## src/rtl/arm_code_emitter.sv

```systemverilog
// arm_code_emitter
// ----------------
// Write-side back end of the JIT translator. Translated ARM words from the
// translation state machine are buffered in a small FIFO and drained into
// the output code RAM at consecutive word addresses. On flush the block is
// padded with NOP words up to a 4-word boundary and `done` pulses.
//
// Optional feature macro: EMIT_IMM_MERGE_EN
//   defined     -> when cmd_imm_en=1 the pushed word is {cmd_word[31:8], imm_data}
//   not defined -> cmd_word is pushed unchanged; cmd_imm_en/imm_data unused
//
// Ports:
//   clk, reset          clock, synchronous active-high reset
//   start, base_adr     begin a block at base_adr (IDLE only)
//   cmd_valid, cmd_word producer word strobe and data
//   cmd_imm_en, imm_data immediate merge controls
//   flush               end the current block (RUN only)
//   oram_ready          output RAM accepts a write this cycle
//   waiting             registered back-pressure to the producer
//   oram_we/adr/data    registered output RAM write port
//   done                one-cycle completion pulse
//   oram_ovf            sticky address-wrap flag for this block
module arm_code_emitter #(
  parameter int          DEPTH    = 4,
  parameter int          ADR_W    = 10,
  parameter logic [31:0] NOP_WORD = 32'hE1A00000
) (
  input  logic             clk,
  input  logic             reset,
  input  logic             start,
  input  logic [ADR_W-1:0] base_adr,
  input  logic             cmd_valid,
  input  logic [31:0]      cmd_word,
  input  logic             cmd_imm_en,
  input  logic [7:0]       imm_data,
  input  logic             flush,
  input  logic             oram_ready,
  output logic             waiting,
  output logic             oram_we,
  output logic [ADR_W-1:0] oram_adr,
  output logic [31:0]      oram_data,
  output logic             done,
  output logic             oram_ovf
);

  localparam int PTR_W = (DEPTH > 1) ? $clog2(DEPTH) : 1;
  localparam int CNT_W = PTR_W + 1;
  localparam logic [CNT_W-1:0] HI_MARK = CNT_W'(DEPTH - 1);

  typedef enum logic [2:0] {
    ST_IDLE,
    ST_RUN,
    ST_DRAIN,
    ST_PAD,
    ST_DONE
  } state_t;

  state_t             state_q, state_d;
  logic [31:0]        mem_q [DEPTH];
  logic [PTR_W-1:0]   rd_ptr_q, wr_ptr_q;
  logic [CNT_W-1:0]   count_q, count_d;
  logic [ADR_W-1:0]   wr_adr_q, wr_adr_d;
  logic               ovf_q, ovf_d;
  logic               waiting_q, waiting_d;
  logic               we_q, we_d;
  logic [ADR_W-1:0]   adr_q, adr_d;
  logic [31:0]        data_q, data_d;

  logic               push, pop, pad_wr, aligned;
  logic [31:0]        fifo_in;

`ifdef EMIT_IMM_MERGE_EN
  assign fifo_in = cmd_imm_en ? {cmd_word[31:8], imm_data} : cmd_word;
`else
  logic unused_imm;
  assign unused_imm = ^{cmd_imm_en, imm_data};
  assign fifo_in    = cmd_word;
`endif

  assign aligned = (wr_adr_q[1:0] == 2'b00);
  // waiting_q already reflects next-cycle occupancy, so a push here always fits.
  assign push    = (state_q == ST_RUN) && cmd_valid && !waiting_q;
  assign pop     = ((state_q == ST_RUN) || (state_q == ST_DRAIN)) &&
                   (count_q != '0) && oram_ready;
  assign pad_wr  = (state_q == ST_PAD) && !aligned && oram_ready;

  always_comb begin
    state_d  = state_q;
    wr_adr_d = wr_adr_q;
    ovf_d    = ovf_q;
    we_d     = 1'b0;
    adr_d    = adr_q;
    data_d   = data_q;
    count_d  = count_q;

    case (state_q)
      ST_IDLE: begin
        if (start) begin
          state_d  = ST_RUN;
          wr_adr_d = base_adr;
          ovf_d    = 1'b0;
        end
      end
      ST_RUN:   if (flush) state_d = ST_DRAIN;
      // Skip PAD entirely when the block already ends on a 4-word boundary.
      ST_DRAIN: if (count_q == '0) state_d = aligned ? ST_DONE : ST_PAD;
      ST_PAD:   if (aligned) state_d = ST_DONE;
      ST_DONE:  state_d = ST_IDLE;
      default:  state_d = ST_IDLE;
    endcase

    if (pop || pad_wr) begin
      we_d     = 1'b1;
      adr_d    = wr_adr_q;
      data_d   = pop ? mem_q[rd_ptr_q] : NOP_WORD;
      wr_adr_d = wr_adr_q + ADR_W'(1);
      if (&wr_adr_q) ovf_d = 1'b1;
    end

    case ({push, pop})
      2'b10:   count_d = count_q + CNT_W'(1);
      2'b01:   count_d = count_q - CNT_W'(1);
      default: count_d = count_q;
    endcase

    waiting_d = (state_d != ST_RUN) || (count_d >= HI_MARK);
  end

  always_ff @(posedge clk) begin
    if (reset) begin
      state_q   <= ST_IDLE;
      rd_ptr_q  <= '0;
      wr_ptr_q  <= '0;
      count_q   <= '0;
      wr_adr_q  <= '0;
      ovf_q     <= 1'b0;
      waiting_q <= 1'b1;
      we_q      <= 1'b0;
      adr_q     <= '0;
      data_q    <= '0;
    end else begin
      state_q   <= state_d;
      count_q   <= count_d;
      wr_adr_q  <= wr_adr_d;
      ovf_q     <= ovf_d;
      waiting_q <= waiting_d;
      we_q      <= we_d;
      adr_q     <= adr_d;
      data_q    <= data_d;
      if (push) wr_ptr_q <= wr_ptr_q + PTR_W'(1);
      if (pop)  rd_ptr_q <= rd_ptr_q + PTR_W'(1);
    end
  end

  // FIFO storage needs no reset: the pointers and count define validity.
  always_ff @(posedge clk) begin
    if (push) mem_q[wr_ptr_q] <= fifo_in;
  end

  assign waiting   = waiting_q;
  assign oram_we   = we_q;
  assign oram_adr  = adr_q;
  assign oram_data = data_q;
  assign done      = (state_q == ST_DONE);
  assign oram_ovf  = ovf_q;

endmodule

```

## config.mk

```make
export PLATFORM = sky130hd
export DESIGN_NAME = arm_code_emitter
export DESIGN_NICKNAME = d
export VERILOG_FILES = /design/src/rtl/arm_code_emitter.sv
export SDC_FILE = /design/constraint.sdc
export NUM_CORES = 1
export LEC_CHECK = 0
export BUFFER_PORTS_ARGS = -buffer_cell sky130_fd_sc_hd__clkbuf_2
export CORE_ASPECT_RATIO = 2
export CORE_MARGIN = 2
export CORE_UTILIZATION = 40
export DETAILED_ROUTE_END_ITERATION = 7
export GPL_ROUTABILITY_DRIVEN = 0
export PLACE_DENSITY = 0.69
export SLEW_MARGIN = 20
export SYNTH_ARGS = -nofsm -noshare
export SYNTH_HDL_FRONTEND = slang
export SYNTH_SLANG_ARGS = --single-unit
```

## constraint.sdc

```tcl
create_clock -name clk -period 3.45 [get_ports clk]
set_clock_uncertainty 0.2 [all_clocks]
set_input_delay 0.5175 -clock clk [delete_from_list [all_inputs] [get_ports clk]]
set_output_delay 0.5175 -clock clk [all_outputs]
set_load 0.05 [all_outputs]
```

==> flow_metrics.env <==
export IMPL_crit_family="simple AND/OR/NAND/NOR gates"
export IMPL_synth_area_um2=7340
export IMPL_power_leakage_nw=2.970
export IMPL_critical_path_max_stage_delay_ns=0.59
export IMPL_cts_hold_repair_buffers=0
export IMPL_ys_seq_area_share_pct=70.64
export IMPL_setup_violations=0
export IMPL_coreArea_um2=18130
export IMPL_fmax_ghz=0.3243
export IMPL_num_fill_cells=1581
export IMPL_nNetsFinal=638
export IMPL_p_sw_share_pct=20.38
export IMPL_grt_max_degree=36
export IMPL_cts_setup_buffers=0
export IMPL_numCtsBuffers=17
export IMPL_cap_violations=0
export IMPL_post_drt_wl_per_cell_um=19.39
export IMPL_clk_pin_slew_ns=0.07
export IMPL_vias_per_cell=5.436
export IMPL_start_util_pct=40.48
export IMPL_powerDensity_nw_per_um2=548.3
export IMPL_synth_largest_area_cell="edfxtp_1"
export IMPL_maxSlewViolCount=0
export IMPL_crit_path_frequent_cell="xor2_1"
export IMPL_path_buf_inv=2
export IMPL_synth_common_cells="edfxtp_1 (128), dfxtp_1 (67), nor2_1 (45)"
export IMPL_drt_wl_total_um=15550
export IMPL_drt_pass1_iter_count=4
export IMPL_yosysWarnings=0
export IMPL_num_vias=4360
export IMPL_clk_path_buf_depth=2
export IMPL_grt_pass1_wl_um=24580
export IMPL_pwr_share_seq_pct=53.3
export IMPL_ys_seq_elements=195
export IMPL_chipWidth_um=99.79
export IMPL_worstSetupPathType="reg2reg"
export IMPL_synthFlopType="edfxtp_1"
export IMPL_maxSlewHeadroom_pct=36.42
export IMPL_synthTopCellsByArea="edfxtp_1 (52%), dfxtp_1 (18%), mux4_2 (9.8%)"
export IMPL_grt_pass1_vias=4625
export IMPL_path_cells="xor2_1, or3b_2, inv_2, ha_1, inv_1, fa_1, xor2_1, o21a_1, o22ai_1, o2111ai_1"
export IMPL_synth_fp_nets=548
export IMPL_drc=0
export IMPL_comb_power_share_pct=3.2
export IMPL_pwr_share_clk_pct=43.6
export IMPL_h_tree_depth=4
export IMPL_synth_most_common_cell="edfxtp_1"
export IMPL_crit_path_end_kind="flip-flop"
export IMPL_slowest_stage="or3b_2"
export IMPL_ios=103
export IMPL_totalPowerFinal_mw=4.746
export IMPL_final_antenna_net_count=0
export IMPL_overflow=0
export IMPL_tightestPinTransition_ns=0.9537
export IMPL_cts_root_buf="clkbuf_16"
export IMPL_crit_arrival_ns=3.17
export IMPL_clkLatencyLatePin_ns=0.43
export IMPL_rsz0062_at_grt="no"
export IMPL_finalCritPeriodShare_pct=89.39
export IMPL_die_h_um=195.6
export IMPL_cts_resized_gates=0
export IMPL_drive_gt1_share_pct=30.20
export IMPL_grtUsageTotal_pct=16.69
export IMPL_areaGrowthSynthToFinish_pct=17.93
export IMPL_fin_setup_tns_ns=0
export IMPL_antenna_found_initial=0
export IMPL_port_buffer_count=93
export IMPL_synth_edff_count=128
export IMPL_diodes=0
export IMPL_ys_async_sr_fraction_pct=0
export IMPL_hpwl_um=9756
export IMPL_min_period_ns=3.084
export IMPL_hold_class="in2reg"
export IMPL_synth_cells=483
export IMPL_cts_tree="done"
export IMPL_drtIter0Drc=233
export IMPL_p_switching_uw=967.0
export IMPL_cts_sinks=195
export IMPL_rows=70
export IMPL_die_area_um2=19510
export IMPL_startpoint_type="flip-flop"
export IMPL_worst_ir_drop_vdd_v=0.0003252
export IMPL_worstPathMaxFanout=13
export IMPL_avgSynthCellArea_um2=15.20
export IMPL_final_hold_viol_count=0
export IMPL_p_int_mw=3.779
export IMPL_synthDistinctLibCells=46
export IMPL_status="finished clean"
export IMPL_synth_top_cell_area_share_pct=52.37
export IMPL_required_ns=3.54
==> state kept, by name (all words and copies together) (netlist names), named ones only <==
name / count
oram_ovf: 1
wr_adr_q: 10
state_q: 3
mem_q: 128
oram_adr: 10
count_q: 3
rd_ptr_q: 2
oram_data: 32
waiting: 1
oram_we: 1
wr_ptr_q: 2
==> worst register-to-register path: cells and delay by family (launching register included) <==
kind / cells / cell delay [ns]
flip-flops: 1 / 0.56
XOR/XNOR: 2 / 0.36
adder cells (fa/ha/maj): 2 / 0.55
buffers and inverters: 2 / 0.16
AND/OR/NAND/NOR: 1 / 0.59
AO/OA/AOI/OAI: 3 / 0.52
==> cell type report <==
class	instances	area, µm²	area share (%)
clock buffers	19	432.9	5.001
clock inverters	13	181.4	2.096
inverters	15	56.30	0.6505
multi-input cells	242	1982	22.90
flip-flops and latches	195	5187	59.93
well taps	216	270.3	3.122
repair buffers	102	545.5	6.302
==> power by group through the flow <==
stage          clock [mW]  sequential, mW  combinational (mW)
6_report             2.07            2.53               0.152
5_1_grt              2.20            2.53               0.170
4_1_cts              2.11            2.53               0.152
3_5_place_dp            0            2.58               0.152
3_3_place_gp            0            2.58               0.143
2_1_floorplan           0            2.58              0.0775
==> final timing paths <==
check / from / to / slack [ns] / cells after the start
setup reg to reg: state_q[1] / waiting / 0.37 / 10
hold reg to reg: oram_adr[8] / oram_adr[8] / 0.26 / 2
setup / recovery: state_q[1] / waiting / 0.37 / 10
hold / removal: reset / oram_adr[0] / 0.08 / 2
==> through the flow <==
| step | worst slack (ns) | util, % | hold slack (ns) | std cells | instance area (µm²) |
|---|---|---|---|---|---|
| 2_1_floorplan | 0.4376 | - | 0.2454 | 483 | 7340 |
| 3_3_place_gp | 0.4851 | 44.35 | 0.2421 | 770 | 8041 |
| 3_5_place_dp | 0.3877 | 44.35 | 0.2470 | 770 | 8041 |
| 4_1_cts | 0.3674 | 47.74 | 0.05912 | 802 | 8656 |
| 5_1_grt | 0.1920 | 47.74 | 0.07332 | 802 | 8656 |
| 6_report | 0.3662 | 47.74 | 0.07623 | 802 | 8656 |
==> cell families after synthesis <==
logic type	synth area share, %
flip-flops	70.64
buffers and inverters	2.523
multiplexers	10.09
adder cells (fa/ha/maj)	1.466
AO/OA/AOI/OAI	7.637
XOR/XNOR	0.5968
AND/OR/NAND/NOR	7.040
==> placed cells by master, fill, tap and decap left out, drive strengths merged, types with 8 or more instances in the layout <==
cell	Yosys	routed
edfxtp	128	128
clkbuf	20	112
dfxtp	67	67
nor2	45	45
mux4	32	32
nand2	29	29
a22oi	27	27
a21oi	19	19
inv	15	18
buf	11	9
o22ai	8	8
==> routing by layer <==
metal	GRT usage [%]	routed length, µm	up-vias
met5	0	0	-
li1	-	-	2017
met3	3.042	642	24
met1	17.49	5595	2192
met4	6.900	342	0
met2	31.81	8966	127
Power figures use the tool's default switching activity.
